<file path="config.mk">
export PLATFORM = sky130hd
export DESIGN_NAME = uart_mem_cmd_ctrl_flat
export DESIGN_NICKNAME = d
export VERILOG_FILES = /design/src/rtl/uart_mem_cmd_if.sv /design/src/rtl/uart_mem_cmd_ctrl.sv /design/src/flat_wrapper.sv
export SDC_FILE = /design/constraint.sdc
export NUM_CORES = 1
export LEC_CHECK = 0
export CAP_MARGIN = 20
export CORE_MARGIN = 2
export CORE_UTILIZATION = 46
export CTS_BUF_LIST = sky130_fd_sc_hd__clkbuf_8
export CTS_CLUSTER_SIZE = 28
export DETAILED_ROUTE_END_ITERATION = 10
export PLACE_DENSITY = 0.84
export SLEW_MARGIN = 20
export SYNTH_ARGS = -nofsm -noshare
export SYNTH_HDL_FRONTEND = slang
export SYNTH_SLANG_ARGS = --single-unit
</file>
<file path="constraint.sdc">
create_clock -name clk -period 3.1 [get_ports clk]
set_clock_uncertainty 0.1 [all_clocks]
set_input_delay 0.93 -clock clk [delete_from_list [all_inputs] [get_ports clk]]
set_output_delay 0.93 -clock clk [all_outputs]
set_load 0.005 [all_outputs]
</file>
<file path="src/rtl/uart_mem_cmd_if.sv">
// uart_mem_cmd_ctrl_if: UART byte stream, memory port and TX handshake seen by the command controller
interface uart_mem_cmd_ctrl_if #(
    parameter int DATA_WIDTH = 32,
    parameter int MEM_DEPTH  = 64
);
    localparam int ADDR_WIDTH = $clog2(MEM_DEPTH);
    logic [7:0]            rx_data;
    logic                  rx_valid;
    logic                  write_En;
    logic                  read_En;
    logic [ADDR_WIDTH-1:0] Address;
    logic [DATA_WIDTH-1:0] Data_in;
    logic [DATA_WIDTH-1:0] Data_out;
    logic                  Valid_out;
    logic [7:0]            tx_data;
    logic                  tx_valid;
    logic                  tx_busy;
    logic                  cmd_err;
    modport master (
        input  rx_data, rx_valid, Data_out, Valid_out, tx_busy,
        output write_En, read_En, Address, Data_in, tx_data, tx_valid, cmd_err
    );
    modport slave (
        output rx_data, rx_valid, Data_out, Valid_out, tx_busy,
        input  write_En, read_En, Address, Data_in, tx_data, tx_valid, cmd_err
    );
endinterface

</file>
<file path="src/rtl/uart_mem_cmd_ctrl.sv">
// uart_mem_cmd_ctrl: turns UART command bytes into memory writes/reads and streams read words back MSB-first
module uart_mem_cmd_ctrl #(
    parameter int DATA_WIDTH = 32,
    parameter int MEM_DEPTH  = 64
) (
    input logic clk,
    input logic rst,
    uart_mem_cmd_ctrl_if.master bus
);
    localparam int ADDR_WIDTH = $clog2(MEM_DEPTH);
    localparam int NB = DATA_WIDTH / 8;
    localparam int CW = $clog2(NB) + 1;

    typedef enum logic [2:0] {IDLE, WR_DATA, WR_EXEC, RD_EXEC, RD_WAIT, TX_SEND} state_t;

    state_t                state_q, state_d;
    logic [CW-1:0]         cnt_q, cnt_d;
    logic [ADDR_WIDTH-1:0] addr_q, addr_d;
    logic [DATA_WIDTH-1:0] data_q, data_d;
    logic [DATA_WIDTH-1:0] sh_q, sh_d;
    logic                  wr_q, wr_d, rd_q, rd_d, txv_q, txv_d, err_q, err_d;

    always_ff @(posedge clk or posedge rst) begin
        if (rst) begin
            state_q <= IDLE;
            cnt_q   <= '0;
            addr_q  <= '0;
            data_q  <= '0;
            sh_q    <= '0;
            wr_q    <= 1'b0;
            rd_q    <= 1'b0;
            txv_q   <= 1'b0;
            err_q   <= 1'b0;
        end else begin
            state_q <= state_d;
            cnt_q   <= cnt_d;
            addr_q  <= addr_d;
            data_q  <= data_d;
            sh_q    <= sh_d;
            wr_q    <= wr_d;
            rd_q    <= rd_d;
            txv_q   <= txv_d;
            err_q   <= err_d;
        end
    end

    // Strobes are computed on the transition into the EXEC states so they are high exactly in those states
    always_comb begin
        state_d = state_q;
        cnt_d   = cnt_q;
        addr_d  = addr_q;
        data_d  = data_q;
        sh_d    = sh_q;
        txv_d   = txv_q;
        wr_d    = 1'b0;
        rd_d    = 1'b0;
        err_d   = 1'b0;
        case (state_q)
            IDLE: if (bus.rx_valid) begin
                if (bus.rx_data[7:6] == 2'b01) begin
                    addr_d  = bus.rx_data[ADDR_WIDTH-1:0];
                    cnt_d   = '0;
                    state_d = WR_DATA;
                end else if (bus.rx_data[7:6] == 2'b10) begin
                    addr_d  = bus.rx_data[ADDR_WIDTH-1:0];
                    rd_d    = 1'b1;
                    state_d = RD_EXEC;
                end else begin
                    err_d = 1'b1;
                end
            end
            WR_DATA: if (bus.rx_valid) begin
                data_d = (data_q << 8) | DATA_WIDTH'(bus.rx_data);
                cnt_d  = cnt_q + 1'b1;
                if (cnt_q == CW'(NB - 1)) begin
                    wr_d    = 1'b1;
                    state_d = WR_EXEC;
                end
            end
            WR_EXEC: state_d = IDLE;
            RD_EXEC: state_d = RD_WAIT;
            RD_WAIT: if (bus.Valid_out) begin
                sh_d    = bus.Data_out;
                cnt_d   = '0;
                txv_d   = 1'b1;
                state_d = TX_SEND;
            end else begin
                err_d   = 1'b1;
                state_d = IDLE;
            end
            // tx_valid is always high here, so acceptance reduces to !tx_busy
            TX_SEND: if (!bus.tx_busy) begin
                sh_d  = sh_q << 8;
                cnt_d = cnt_q + 1'b1;
                if (cnt_q == CW'(NB - 1)) begin
                    txv_d   = 1'b0;
                    state_d = IDLE;
                end
            end
            default: state_d = IDLE;
        endcase
        if (bus.rx_valid && state_q != IDLE && state_q != WR_DATA) err_d = 1'b1;
    end

    assign bus.write_En = wr_q;
    assign bus.read_En  = rd_q;
    assign bus.Address  = addr_q;
    assign bus.Data_in  = data_q;
    assign bus.tx_data  = sh_q[DATA_WIDTH-1 -: 8];
    assign bus.tx_valid = txv_q;
    assign bus.cmd_err  = err_q;
endmodule
</file>
<file path="src/flat_wrapper.sv">
// flat-port wrapper written by rule: the top's interface ports become plain ports
module uart_mem_cmd_ctrl_flat 
#(
    parameter int DATA_WIDTH = 32,
    parameter int MEM_DEPTH  = 64
)
  (clk, rst, bus_rx_data, bus_rx_valid, bus_Data_out, bus_Valid_out, bus_tx_busy, bus_write_En, bus_read_En, bus_Address, bus_Data_in, bus_tx_data, bus_tx_valid, bus_cmd_err);
  uart_mem_cmd_ctrl_if #(.DATA_WIDTH(DATA_WIDTH), .MEM_DEPTH(MEM_DEPTH)) bus_i ();
  input logic clk;
  input logic rst;
  input wire logic [$bits(bus_i.rx_data)-1:0] bus_rx_data;
  input wire logic [$bits(bus_i.rx_valid)-1:0] bus_rx_valid;
  input wire logic [$bits(bus_i.Data_out)-1:0] bus_Data_out;
  input wire logic [$bits(bus_i.Valid_out)-1:0] bus_Valid_out;
  input wire logic [$bits(bus_i.tx_busy)-1:0] bus_tx_busy;
  output wire logic [$bits(bus_i.write_En)-1:0] bus_write_En;
  output wire logic [$bits(bus_i.read_En)-1:0] bus_read_En;
  output wire logic [$bits(bus_i.Address)-1:0] bus_Address;
  output wire logic [$bits(bus_i.Data_in)-1:0] bus_Data_in;
  output wire logic [$bits(bus_i.tx_data)-1:0] bus_tx_data;
  output wire logic [$bits(bus_i.tx_valid)-1:0] bus_tx_valid;
  output wire logic [$bits(bus_i.cmd_err)-1:0] bus_cmd_err;
  assign bus_i.rx_data = bus_rx_data;
  assign bus_i.rx_valid = bus_rx_valid;
  assign bus_i.Data_out = bus_Data_out;
  assign bus_i.Valid_out = bus_Valid_out;
  assign bus_i.tx_busy = bus_tx_busy;
  assign bus_write_En = bus_i.write_En;
  assign bus_read_En = bus_i.read_En;
  assign bus_Address = bus_i.Address;
  assign bus_Data_in = bus_i.Data_in;
  assign bus_tx_data = bus_i.tx_data;
  assign bus_tx_valid = bus_i.tx_valid;
  assign bus_cmd_err = bus_i.cmd_err;
  uart_mem_cmd_ctrl #(.DATA_WIDTH(DATA_WIDTH), .MEM_DEPTH(MEM_DEPTH)) u_core (.clk(clk), .rst(rst), .bus(bus_i));
endmodule
</file>
Word-level counts from Yosys, hierarchy flattened. Index checks and enable logic that the tools add are counted.

Flip-flop bits (word level): 80. Output and inout port bits: 50. Word-level logic and storage cells: 77. Bits of input ports: 45.

Bitwise gates (word level): 1. $add $sub $neg: 1. Reduce and logical (&&, ||, !) cells: 13. Eq/ne operators: 16. Muxes and demuxes: 37.

Operator list (count): 32-bit two-way mux (2); 32-bit case mux with 2 select lines (1); 3-bit two-way mux (13); 32-bit by 8-bit OR with 32-bit output (1); 1-bit two-way mux (15); 3-bit case mux with 5 select lines (1); 6-bit two-way mux (2); 3-bit case mux with 4 select lines (1); 6-bit AND reduction (2); 2-bit inequality test, second input constant (4); 3-bit by 2-bit equality test with 1-bit output, second input constant (2); 3-bit equality test, second input constant (2); 2-bit by 1-bit inequality test with 1-bit output, second input constant (3); 3-bit by 1-bit inequality test with 1-bit output, second input constant (2); 3-bit AND reduction (2); 1-bit case mux with 2 select lines (2); 4-bit AND reduction (1); 2-bit nonzero test (2); 4-bit nonzero test (1); 3-bit by 1-bit adder with 3-bit output, second input constant (1); 3-bit by 1-bit equality test with 1-bit output, second input constant (1); 3-bit zero test (1); 3-bit nonzero test (1); 2-bit by 1-bit equality test with 1-bit output, second input constant (1); other kinds (3) (4).

Longest topological paths before layout. Gate-level depths: netlist of run 1.

Depth in word-level cells: 6. Depth in mapped cells: 6.

Least setup slack after synthesis of run 1. OpenSTA, ideal clock, no wires.

Path type: input -> register. From: input bus_tx_busy. To: register u_core.sh_q[16]. Data arrival time: 1.923 ns. Library setup time: 0.125 ns. Slack: 0.952 ns. Cell stages on the path: 4. Data required time: 2.875 ns. Cell sequence: and2_2 > nor3_4 > buf_6 > mux2_4.

Word-level cells in the longest chain between the ends: 2.

Ends and longest elaborated chain: start, declared (line flat_wrapper.sv:15) `input wire logic [$bits(bus_i.tx_busy)-1:0] bus_tx_busy;`; 2-bit inequality test (no line); 3-bit AND reduction (no line); end signal, assigned (line uart_mem_cmd_ctrl.sv:29) `sh_q <= '0;`; end signal, assigned (line uart_mem_cmd_ctrl.sv:39) `sh_q <= sh_d;`; end, declared (line uart_mem_cmd_ctrl.sv:20) `logic [DATA_WIDTH-1:0] sh_q, sh_d;`.

No other way between the ends. A chain may end at the register's enable or synchronous reset.

Worst setup path in the final report of run 1.
From: input bus_rx_valid. To: register u_core.addr_q[3], in the netlist u_core.bus.Address[3].

Word-level cells in the longest chain between the ends: 1.

Ends and longest elaborated chain: start, declared (line flat_wrapper.sv:12) `input wire logic [$bits(bus_i.rx_valid)-1:0] bus_rx_valid;`; 3-bit AND reduction (no line); end signal, assigned (line uart_mem_cmd_ctrl.sv:37) `addr_q <= addr_d;`; end, declared (line uart_mem_cmd_ctrl.sv:18) `logic [ADDR_WIDTH-1:0] addr_q, addr_d;`.

No other way between the ends.

==> metrics.md, run 1 <==
| Metric | Value |
|---|---|
| RSZ-0062 raised after global routing | false |
| Register bit total from synthesis | 80 |
| Clock share of power | roughly 16% |
| Worst endpoint required time | between 3000 and 4000 ps |
| Drt wl/cell | 16.7 µm |
| Final hold violation count | 0 |
| Clk sinks | 80 |
| Crit path kind | in2reg |
| Worst slew pin tran | just over 600 ps |
| # IOs | 95 |
| Cell taking the most area after synthesis | dfrtp_1 |
| Layout Utilization | a little over three fifths |
| Leak pwr | between 2 and 2.5 nW |
| Antenna viol nets, final | 0 |
| Register Area | around 2000 µm² |
| Largest net degree at the start of global routing | between 40 and 50 |
| Part of the power in registers | 39.2% |
| Arr. time, crit path | ~2600 ps |
| Fillers | around 600 |
| Peak VDD IR | between 0.4 and 0.5 mV |
| Core box area | ~7800 µm² |
| CTS resizes | 0 |
| Fin crit share | between 70% and 80% |
| DR vias/cell | between 5 and 6 |
| Routability Congestion | around 0.78 |
| Worst Setup SP | bus_rx_valid |
| CP endpoint | u_core.bus.Address[3] |
| Post-route setup TNS | 0 ps |
| Worst path cell trace | clkdlybuf4s50_1 -> or3b_4 -> nor3_4 -> mux2_2 |
| Most numerous cell in the Yosys netlist | dfrtp_1 |
| Sw power | around 1.4 mW |
| Dpl hpwl | ~5200 µm |
| Maxcap violations | 0 |
| CP startpoint kind | input port |
| Type of the most critical hold path | reg2reg |
| Setup Fix Bufs, Post-CTS | 0 |
| Initial antenna violation count | 0 |
| Pint | approximately 3.5 mW |
| Die span in y | approximately 94 µm |
| Sequential-to-total area share from yosys stat | 53.2% |
| Vias in the first global route | roughly 2,400 |
| ANT cells | 0 |
| Post-Route WL | between 7000 and 8000 µm |
| Synth cell types | 29 |
| Crit-path leading delay family | simple AND/OR/NAND/NOR gates |
| Synth Cell Area | approximately 3800 µm² |
| FF-to-FF setup slack | 970 ps |
| RR Endpoint | u_core.sh_q[16] |
| Multi-input logic area | between 1500 and 2000 µm² |
| Initial core utilization | between 40% and 50% |
| Clock tree buffer depth | 2 |
| PortBufs | 94 |
| Num CTS Buffers | 9 |
| Nets | between 300 and 400 |
| Mapped Nets | about 300 |
| Area grow syn2layout | 31.4% |
| Via count | between 2,000 and 2,500 |
| Crit path largest cell delay | 550 ps |
| Synth Area per Inst | about 15 µm² |
| Synth top cells by count | dfrtp_1 (80), mux2_2 (49), mux2_4 (40), buf_4 (11), a22o_1 (8) |
| Post-route DRC | 0 |
| First-pass GRT wire length | 12,000 µm |
| Worst skew pair latency | 350 ps |
| CP Depth | 4 |
| Max Slew Vio Count | 0 |
| Gr usage total | approximately 18% |
| Synth warn | 0 |
| Grt ovf | 0 |
| Synthesized instance count | ~240 |
| Endpoints failing setup | 0 |
| Initial drt markers | around 110 |
| Die W | roughly 94 µm |
| Max FO, Critical Path | 6 |
| Top_reg_cell synth | dfrtp_1 |
| FF-to-FF Start | u_core.state_q[0] |
| Sw Ratio | 29.2% |
| Outcome | finished, final reports clean |
| CTS tree | built |
| Clock Pin Slew Worst Setup and Hold Paths | around 80 ps |
| Ranking of synthesized cells by area | dfrtp_1 (53%), mux2_4 (16%), mux2_2 (15%), buf_4 (2.2%), buf_6 (2.1%) |
| CTS Root Cell | clkbuf_8 |
| PwrDens | between 900 and 1000 nW/µm² |
| Share of the synthesized area in the top cell type | a little over half |
| F_max | approximately 0.41 GHz |
| R2R depth | 3 |
| TritonRoute pass-1 iters | 4 |
| Layout cells sized above 1 | a little over a third |
| Die Area | just under 9000 µm² |
| Crit path max-delay cell type | clkdlybuf4s50_1 |
| Crit path time final | between 2000 and 2500 ps |
| Worst setup EP type | flip-flop |
| EDFF count, synth | 0 |
| Hold path cells | 1 |
| Comb pwr share | between 40% and 50% |
| CP bufs+invs | 1 |
| # hold bufs at CTS | 0 |
| Num rows | 32 |
| Synth async-reset ratio | between 90% and 100% |
| H-tree levels | 3 |
| Relative slew slack | approximately three fifths |
cell usage in the layout (no fill, tap or decap):
| cell | instances |
|---|---|
| clkbuf_8 | 11 |
| nand2b_4 | 2 |
| dfrtp_1 | 80 |
| inv_6 | 1 |
| bufinv_16 | 1 |
| nor3b_4 | 1 |
| or3_1 | 1 |
| nor3b_1 | 1 |
| o32ai_2 | 1 |
| and2_2 | 1 |
| a22o_1 | 8 |
| nor3_4 | 2 |
| clkinv_4 | 1 |
| or3b_4 | 1 |
| inv_1 | 4 |
| a211oi_1 | 2 |
| clkinv_2 | 1 |
| o22ai_1 | 1 |
| clkdlybuf4s50_1 | 94 |
| nor3b_2 | 1 |
| a21o_2 | 1 |
| mux2_4 | 40 |
| mux2_2 | 49 |
| nor2b_1 | 2 |
| a2bb2oi_1 | 2 |
| nor2_1 | 6 |
| clkinvlp_4 | 2 |
| and2_1 | 1 |
| buf_12 | 3 |
| ha_1 | 5 |
| nand2_1 | 2 |
| nand2b_1 | 2 |
| nand3b_4 | 1 |
| o21ai_0 | 4 |
| a21oi_1 | 2 |
worst min-delay path by stage:
stage	slack, ps	endpoint	start
floorplan	370	u_core.sh_q[0]	u_core.sh_q[0]
global placement	390	u_core.cnt_q[2]	u_core.cnt_q[2]
detailed placement	400	u_core.sh_q[4]	u_core.sh_q[4]
CTS	420	u_core.sh_q[4]	u_core.sh_q[4]
global route	430	u_core.bus.Data_in[26]	u_core.bus.Data_in[26]
finish	410	u_core.sh_q[4]	u_core.sh_q[4]
per-layer routing:
layer,part of all wire [%],track usage [%],vias up
met5,0,0,-
met2,50,29.2,49
met4,1.7,6.64,0
met1,44,22.5,1119
met3,4.5,4.63,11
li1,-,-,1040
sequential cells by signal, summed over array words and instances, names as in the netlist:
name / count
u_core.bus.write_En: 1
u_core.bus.read_En: 1
u_core.bus.Address: 6
u_core.state_q: 3
u_core.sh_q: 32
u_core.bus.Data_in: 32
u_core.bus.cmd_err: 1
u_core.bus.tx_valid: 1
u_core.cnt_q: 3
cell type report:
cell class                      count  share of cell area (%)
Multi-Input combinational cell    139                    32.0
Tap cell                          102                    2.58
Timing Repair Buffer               97                    20.2
Inverter                            5                   0.405
Sequential cell                    80                    40.5
Clock buffer                       11                    3.06
Clock inverter                      5                    1.26
logic make-up after synthesis:
kind of cell             share of synthesized area (%)
AO/OA/AOI/OAI                                     4.35
adder cells (fa/ha/maj)                           1.66
buffers and inverters                             4.92
flip-flops                                        53.2
multiplexers                                      30.6
AND/OR/NAND/NOR                                   5.28
per-stage QoR:
stage                     cell area [µm²]  instances  setup WS, ps  hold slack [ps]  total power [mW]
after floorplan                      3760        243          18.3              373              3.30
after global placement               4730        423           315              390              4.05
after detailed placement             4730        423           272              395              4.15
after CTS                            4950        439           639              418              4.97
after global routing                 4950        439           573              432              5.22
final                                4950        439           635              414              4.91
power groups by stage:
stage          logic [mW]  registers [mW]  clock network (mW)
2_1_floorplan        1.46            1.84                   0
3_3_place_gp         2.14            1.90                   0
3_5_place_dp         2.21            1.94                   0
4_1_cts              2.22            1.93               0.821
5_1_grt              2.36            1.99               0.873
6_report             2.18            1.93               0.803
(Power assumes the default switching activity.)
==> run 2, diff against run 1 <==
--- a/config.mk
+++ b/config.mk
@@ -7,11 +7,11 @@
 export LEC_CHECK = 0
 export CAP_MARGIN = 20
 export CORE_MARGIN = 2
-export CORE_UTILIZATION = 46
+export CORE_UTILIZATION = 50
 export CTS_BUF_LIST = sky130_fd_sc_hd__clkbuf_8
 export CTS_CLUSTER_SIZE = 28
 export DETAILED_ROUTE_END_ITERATION = 10
-export PLACE_DENSITY = 0.84
+export PLACE_DENSITY = 0.86
 export SLEW_MARGIN = 20
 export SYNTH_ARGS = -nofsm -noshare
 export SYNTH_HDL_FRONTEND = slang
==> constraint.sdc (replaced) <==
create_clock -name clk -period 2.3 [get_ports clk]
set_clock_uncertainty 0.1 [all_clocks]
set_input_delay 0.69 -clock clk [delete_from_list [all_inputs] [get_ports clk]]
set_output_delay 0.69 -clock clk [all_outputs]
set_load 0.005 [all_outputs]
==> run 2 against run 1 <==
Against the previous run: count of clock-buffer cells in the layout fell by 2; critical path depth rose by 2; combinational power rose by 37%; utilization rose by 5.8 points; critical endpoint unchanged; largest power group unchanged.
==> metrics.md, run 2 (synthesis results as in run 1) <==
| Metric | Value |
|---|---|
| Outcome | finished, final reports clean (unchanged) |
| Max Slew Vio Count | 0 (unchanged) |
| Dpl cell area | 4790 µm² (was 4730 µm²) |
| Die W | 90.8 µm (was 94.5 µm) |
| Setup Fix Bufs, Post-CTS | 0 (unchanged) |
| Antenna viol nets, final | 0 (unchanged) |
| Register Area | 2000 µm² (unchanged) |
| Fin area | 4990 µm² (was 4950 µm²) |
| # IOs | 95 (unchanged) |
| Clock tree buffer depth | 2 (unchanged) |
| Num CTS Buffers | 9 (unchanged) |
| PwrDens | 1320 nW/µm² (was 993 nW/µm²) |
| Commonest non-fill, non-tap cells in the layout | clkdlybuf4s50_1 (94), dfrtp_1 (80), mux2_2 (49), mux2_4 (40), clkbuf_8 (9) (was clkdlybuf4s50_1 (94), dfrtp_1 (80), mux2_2 (49), mux2_4 (40), clkbuf_8 (11)) |
| Clk sinks | 80 (unchanged) |
| Dpl hpwl | 5260 µm (was 5200 µm) |
| Max FO, Critical Path | 6 (unchanged) |
| Relative slew slack | 60.1% (was 59.4%) |
| Layout Utilization | 68.9% (was 63.1%) |
| Gr usage total | 19.0% (was 17.7%) |
| R2R depth | 3 (unchanged) |
| CTS tree | built (unchanged) |
| Final hold violation count | 0 (unchanged) |
| RR Endpoint | u_core.sh_q[18] (was u_core.sh_q[16]) |
| Initial core utilization | 51.9% (was 48.0%) |
| Routability Congestion | 0.745 (was 0.777) |
| Grt ovf | 0 (unchanged) |
| Multi-input logic area | 1580 µm² (unchanged) |
| Post-Route WL | 7190 µm (was 7320 µm) |
| Type of the most critical hold path | reg2reg (unchanged) |
| Crit path time final | 2110 ps |
| Worst Hold Launch | u_core.bus.Data_in[30] (was u_core.sh_q[4]) |
| Arr. time, crit path | 2260 ps (was 2590 ps) |
| F_max | 0.474 GHz |
| Worst skew pair latency | 360 ps (was 350 ps) |
| Layout cells sized above 1 | 37.1% (was 35.6%) |
| First-pass GRT wire length | 12,100 µm (was 12,000 µm) |
| CTS Root Cell | clkbuf_8 (unchanged) |
| CP startpoint kind | input port (unchanged) |
| Endpoints failing setup | 0 (unchanged) |
| TritonRoute pass-1 iters | 4 (unchanged) |
| Crit path max-delay cell type | clkdlybuf4s50_1 (unchanged) |
| Via count | 2,221 (was 2,219) |
| Final hold slack | 410 ps (was 414 ps) |
| Fin crit share | around nine tenths |
| Die Area | 8240 µm² (was 8920 µm²) |
| RSZ-0062 raised after global routing | false (unchanged) |
| FF-to-FF setup slack | 250 ps (was 970 ps) |
| # hold bufs at CTS | 0 (unchanged) |
| Worst setup EP type | flip-flop (unchanged) |
| Initial drt markers | 64 (was 109) |
| H-tree levels | 3 (unchanged) |
| Core box area | 7250 µm² (was 7850 µm²) |
| Drt wl/cell | 16.2 µm (was 16.7 µm) |
| Peak VDD IR | 0.651 mV (was 0.456 mV) |
| Hold path cells | 1 (unchanged) |
| PortBufs | 94 (unchanged) |
| DR vias/cell | 5.00 (was 5.05) |
| Clock Pin Slew Worst Setup and Hold Paths | 80 ps (about the same) |
| Nets | 390 (was 382) |
| Area grow syn2layout | 32.7% (was 31.4%) |
| Largest net degree at the start of global routing | 81 (was 49) |
| Maxcap violations | 0 (unchanged) |
| CP bufs+invs | 3 (was 1) |
| Post-route DRC | 0 (unchanged) |
| Num rows | 31 (was 32) |
| Worst path cell trace | clkdlybuf4s50_1 -> inv_1 -> ha_1 -> nor3_4 -> buf_4 -> mux2_2 (was clkdlybuf4s50_1 -> or3b_4 -> nor3_4 -> mux2_2) |
| Vias in the first global route | 2,401 (was 2,412) |
| Total power | 6.61 mW (was 4.91 mW) |
| Initial antenna violation count | 0 (unchanged) |
| Crit path largest cell delay | 500 ps (was 550 ps) |
| Commonest non-fill, non-tap cell in the layout | clkdlybuf4s50_1 (unchanged) |
| CTS resizes | 0 (unchanged) |
| Worst endpoint required time | 2450 ps (was 3230 ps) |
| Crit path kind | in2reg (unchanged) |
| ANT cells | 0 (unchanged) |
| Fillers | 520 (was 599) |
| Leak pwr | 2.22 nW (was 2.18 nW) |
| Hold path endpoint | u_core.bus.Data_in[30] (was u_core.sh_q[4]) |
| Die span in y | 90.8 µm (was 94.5 µm) |
| FF-to-FF Start | u_core.state_q[2] (was u_core.state_q[0]) |
| Crit-path leading delay family | buffers and inverters (was simple AND/OR/NAND/NOR gates) |
| Worst slew pin tran | 596 ps (was 607 ps) |
==> run 2: how the worst max path moves through the flow <==
stage | startpoint | to | slack (ps) | depth (start not counted)
2_1_floorplan | bus_tx_busy | u_core.sh_q[16] | 390 | 4
6_report | bus_rx_data[6] | u_core.bus.Address[3] | 190 | 6
3_3_place_gp | bus_rx_data[6] | u_core.bus.Address[1] | -140 | 6
5_1_grt | bus_rx_data[6] | u_core.bus.Address[4] | 130 | 6
4_1_cts | bus_rx_data[6] | u_core.bus.Address[3] | 210 | 6
3_5_place_dp | bus_rx_data[6] | u_core.bus.Address[0] | -180 | 6
==> run 2: area by class of cell <==
type	count	share of cell area, %
clock buffers	9	2.48
clock inverters	7	1.55
inverters	5	0.451
multi-input cells	139	31.7
flip-flops and latches	80	40.1
well taps	99	2.48
repair buffers	105	21.2
==> run 2: metal layers <==
layer / GRT usage, % / routed length (µm)
met5: 0 / 0
met4: 7.95 / 132
met3: 4.76 / 293
met2: 31.7 / 3740
met1: 23.5 / 3030
==> run 2: power breakdown <==
group          total (mW)  switching (mW)  internal [mW]
Clock                1.05           0.539          0.516
Combinational        2.98           0.934           2.05
Sequential           2.58           0.484           2.10
==> run 2: worst reg2reg max path: stages (launching register included) <==
cell	delay (ps)
dfrtp_1	640
nand3b_4	480
mux2_4	450
mux2_4	260
==> run 2: per-stage QoR <==
step / TNS, ps / cells / setup slack [ps]
3_3_place_gp: -1870 / 428 / -137
6_report: 0 / 444 / 190
3_5_place_dp: -3710 / 428 / -182
2_1_floorplan: 0 / 243 / 392
5_1_grt: 0 / 444 / 130
4_1_cts: 0 / 444 / 214
==> run 3, diff against run 2 <==
--- a/config.mk
+++ b/config.mk
@@ -7,11 +7,10 @@
 export LEC_CHECK = 0
 export CAP_MARGIN = 20
 export CORE_MARGIN = 2
-export CORE_UTILIZATION = 50
+export CORE_UTILIZATION = 51
 export CTS_BUF_LIST = sky130_fd_sc_hd__clkbuf_8
-export CTS_CLUSTER_SIZE = 28
 export DETAILED_ROUTE_END_ITERATION = 10
-export PLACE_DENSITY = 0.86
+export PLACE_DENSITY = 0.88
 export SLEW_MARGIN = 20
 export SYNTH_ARGS = -nofsm -noshare
 export SYNTH_HDL_FRONTEND = slang
==> run 3 against run 2 <==
Against the previous run: largest cell class unchanged; routed wire length up 1.1%; via count down 0.59%; setup slack worse by 40 ps; maximum frequency down 1.9%; highest routed layer unchanged; non-clock buffer count down 1; count of clock-buffer cells in the layout unchanged; critical path type unchanged.
==> metrics.md, run 3 (synthesis results as in run 1) <==
| Metric | Value |
|---|---|
| Crit path largest cell delay | 480 ps (was 500 ps) |
| Max FO, Critical Path | 6 (unchanged) |
| Fin area | 5010 µm² (was 4990 µm²) |
| CP startpoint kind | input port (unchanged) |
| Setup Fix Bufs, Post-CTS | 0 (unchanged) |
| Outcome | finished, final reports clean (unchanged) |
| Worst skew pair latency | 350 ps (was 360 ps) |
| Placed Cells | 427 (was 428) |
| Routability Congestion | 0.868 (was 0.745) |
| Maxcap violations | 0 (unchanged) |
| Sw power | 1.96 mW (about the same) |
| Worst Setup SP | bus_rx_data[6] (unchanged) |
| Final worst setup slack | 150 ps (was 190 ps) |
| Die W | 89.9 µm (was 90.8 µm) |
| Clk sinks | 80 (unchanged) |
| Initial drt markers | 83 (was 64) |
| CTS resizes | 0 (unchanged) |
| Num rows | 31 (unchanged) |
| ANT cells | 0 (unchanged) |
| Die Area | 8090 µm² (was 8240 µm²) |
| Worst endpoint required time | 2440 ps (was 2450 ps) |
| DP Worst Slack | -248 ps (was -182 ps) |
| Crit path time final | 2150 ps (was 2110 ps) |
| CP endpoint | u_core.bus.Address[1] (was u_core.bus.Address[3]) |
| CTS tree | built (unchanged) |
| F_max | 0.465 GHz (was 0.474 GHz) |
| Commonest non-fill, non-tap cell in the layout | clkdlybuf4s50_1 (unchanged) |
| # hold bufs at CTS | 0 (unchanged) |
| Endpoints failing setup | 0 (unchanged) |
| Initial core utilization | 52.2% (was 51.9%) |
| Comb pwr share | 44.3% (was 45.0%) |
| Clock share of power | 17.3% (was 15.9%) |
| RSZ-0062 raised after global routing | false (unchanged) |
| Worst slew pin tran | 621 ps (was 596 ps) |
| Final hold violation count | 0 (unchanged) |
| Fillers | 516 (was 520) |
| CTS Root Cell | clkbuf_8 (unchanged) |
| Via count | 2,208 (was 2,221) |
| Initial antenna violation count | 0 (unchanged) |
| RR Endpoint | u_core.sh_q[23] (was u_core.sh_q[18]) |
| Crit path max-delay cell type | clkdlybuf4s50_1 (unchanged) |
| Clock Pin Slew Worst Setup and Hold Paths | 80 ps (about the same) |
| Peak VDD IR | 0.676 mV (was 0.651 mV) |
| DR vias/cell | 4.98 (was 5.00) |
| Relative slew slack | 58.4% (was 60.1%) |
| Pint | 4.76 mW (was 4.66 mW) |
| Leak pwr | 2.21 nW (was 2.22 nW) |
| TritonRoute pass-1 iters | 4 (unchanged) |
| Die span in y | 89.9 µm (was 90.8 µm) |
| Post-Route WL | 7270 µm (was 7190 µm) |
| # IOs | 95 (unchanged) |
| H-tree levels | 3 (unchanged) |
| Gr usage total | 19.4% (was 19.0%) |
| Arr. time, crit path | 2290 ps (was 2260 ps) |
| Type of the most critical hold path | reg2reg (unchanged) |
| PortBufs | 94 (unchanged) |
| Nets | 389 (was 390) |
| Clock tree buffer depth | 2 (unchanged) |
| Worst path cell trace | clkdlybuf4s50_1 -> inv_1 -> ha_1 -> nor3_4 -> mux2_2 (was clkdlybuf4s50_1 -> inv_1 -> ha_1 -> nor3_4 -> buf_4 -> mux2_2) |
| Sw Ratio | 29.2% (was 29.6%) |
| Commonest non-fill, non-tap cells in the layout | clkdlybuf4s50_1 (94), dfrtp_1 (80), mux2_2 (49), mux2_4 (40), clkbuf_8 (9) (unchanged) |
| PwrDens | 1340 nW/µm² (was 1320 nW/µm²) |
| Antenna viol nets, final | 0 (unchanged) |
| Grt ovf | 0 (unchanged) |
| FF-to-FF setup slack | 300 ps (was 250 ps) |
| First-pass GRT wire length | 12,400 µm (was 12,100 µm) |
| Part of the power in registers | 38.3% (was 39.0%) |
| Final hold slack | 409 ps (was 410 ps) |
| Vias in the first global route | 2,420 (was 2,401) |
| Fin crit share | 93.5% (was 91.7%) |
| Worst setup EP type | flip-flop (unchanged) |
| Crit path kind | in2reg (unchanged) |
| Post-route DRC | 0 (unchanged) |
| FF-to-FF Start | u_core.state_q[2] (unchanged) |
| Num CTS Buffers | 9 (unchanged) |
| Total power | 6.73 mW (was 6.61 mW) |
| Area grow syn2layout | 33.2% (was 32.7%) |
| Max Slew Vio Count | 0 (unchanged) |
| Drt wl/cell | 16.4 µm (was 16.2 µm) |
| Dpl cell area | 4790 µm² (about the same) |
| Largest net degree at the start of global routing | 81 (unchanged) |
| Non-filler instance count after layout | 443 (was 444) |
| Layout cells sized above 1 | 36.9% (was 37.1%) |
| Dpl hpwl | 5280 µm (was 5260 µm) |
| Core box area | 7210 µm² (was 7250 µm²) |
| R2R depth | 3 (unchanged) |
run 3: worst min path at each step:
stage / start / to / slack [ps] / cells past startpoint
2_1_floorplan: u_core.sh_q[0] / u_core.sh_q[0] / 370 / 1
3_3_place_gp: u_core.bus.Data_in[31] / u_core.bus.Data_in[31] / 390 / 1
3_5_place_dp: u_core.sh_q[29] / u_core.sh_q[29] / 390 / 1
4_1_cts: u_core.sh_q[29] / u_core.sh_q[29] / 410 / 1
5_1_grt: u_core.sh_q[31] / u_core.sh_q[31] / 420 / 1
6_report: u_core.sh_q[31] / u_core.sh_q[31] / 410 / 1
run 3: final cells by class:
class	count	area, µm²	area share (%)
Clock buffer	9	124	2.47
Clock inverter	7	104	2.07
Inverter	5	22.5	0.449
Multi-Input combinational cell	139	1580	31.6
Sequential cell	80	2000	39.9
Tap cell	99	124	2.47
Timing Repair Buffer	104	1050	21.0
run 3: stage by stage:
stage	util (%)	setup TNS [ps]
after floorplan	-	0
after global placement	66.3	-2760
after detailed placement	66.3	-3900
after CTS	69.5	0
after global routing	69.5	0
final	69.5	0
run 3: critical path, delay by kind of cell:
kind	cells	cell delay (ps)
AND/OR/NAND/NOR	1	330
multiplexers	1	390
buffers and inverters	2	540
adder cells (fa/ha/maj)	1	340
run 3: routing by layer:
| layer | global-route usage (%) | up-vias | routed length, µm |
|---|---|---|---|
| met5 | 0 | - | 0 |
| met4 | 6.54 | 0 | 90 |
| met3 | 4.44 | 8 | 283 |
| met2 | 33.1 | 46 | 3780 |
| met1 | 24.6 | 1099 | 3120 |
| li1 | - | 1055 | - |
run 3: power groups by stage:
stage / combinational, mW / sequential [mW] / clock [mW]
2_1_floorplan: 1.97 / 2.48 / 0
3_3_place_gp: 2.92 / 2.56 / 0
3_5_place_dp: 3.02 / 2.61 / 0
4_1_cts: 3.03 / 2.58 / 1.20
5_1_grt: 3.20 / 2.68 / 1.26
6_report: 2.98 / 2.58 / 1.17
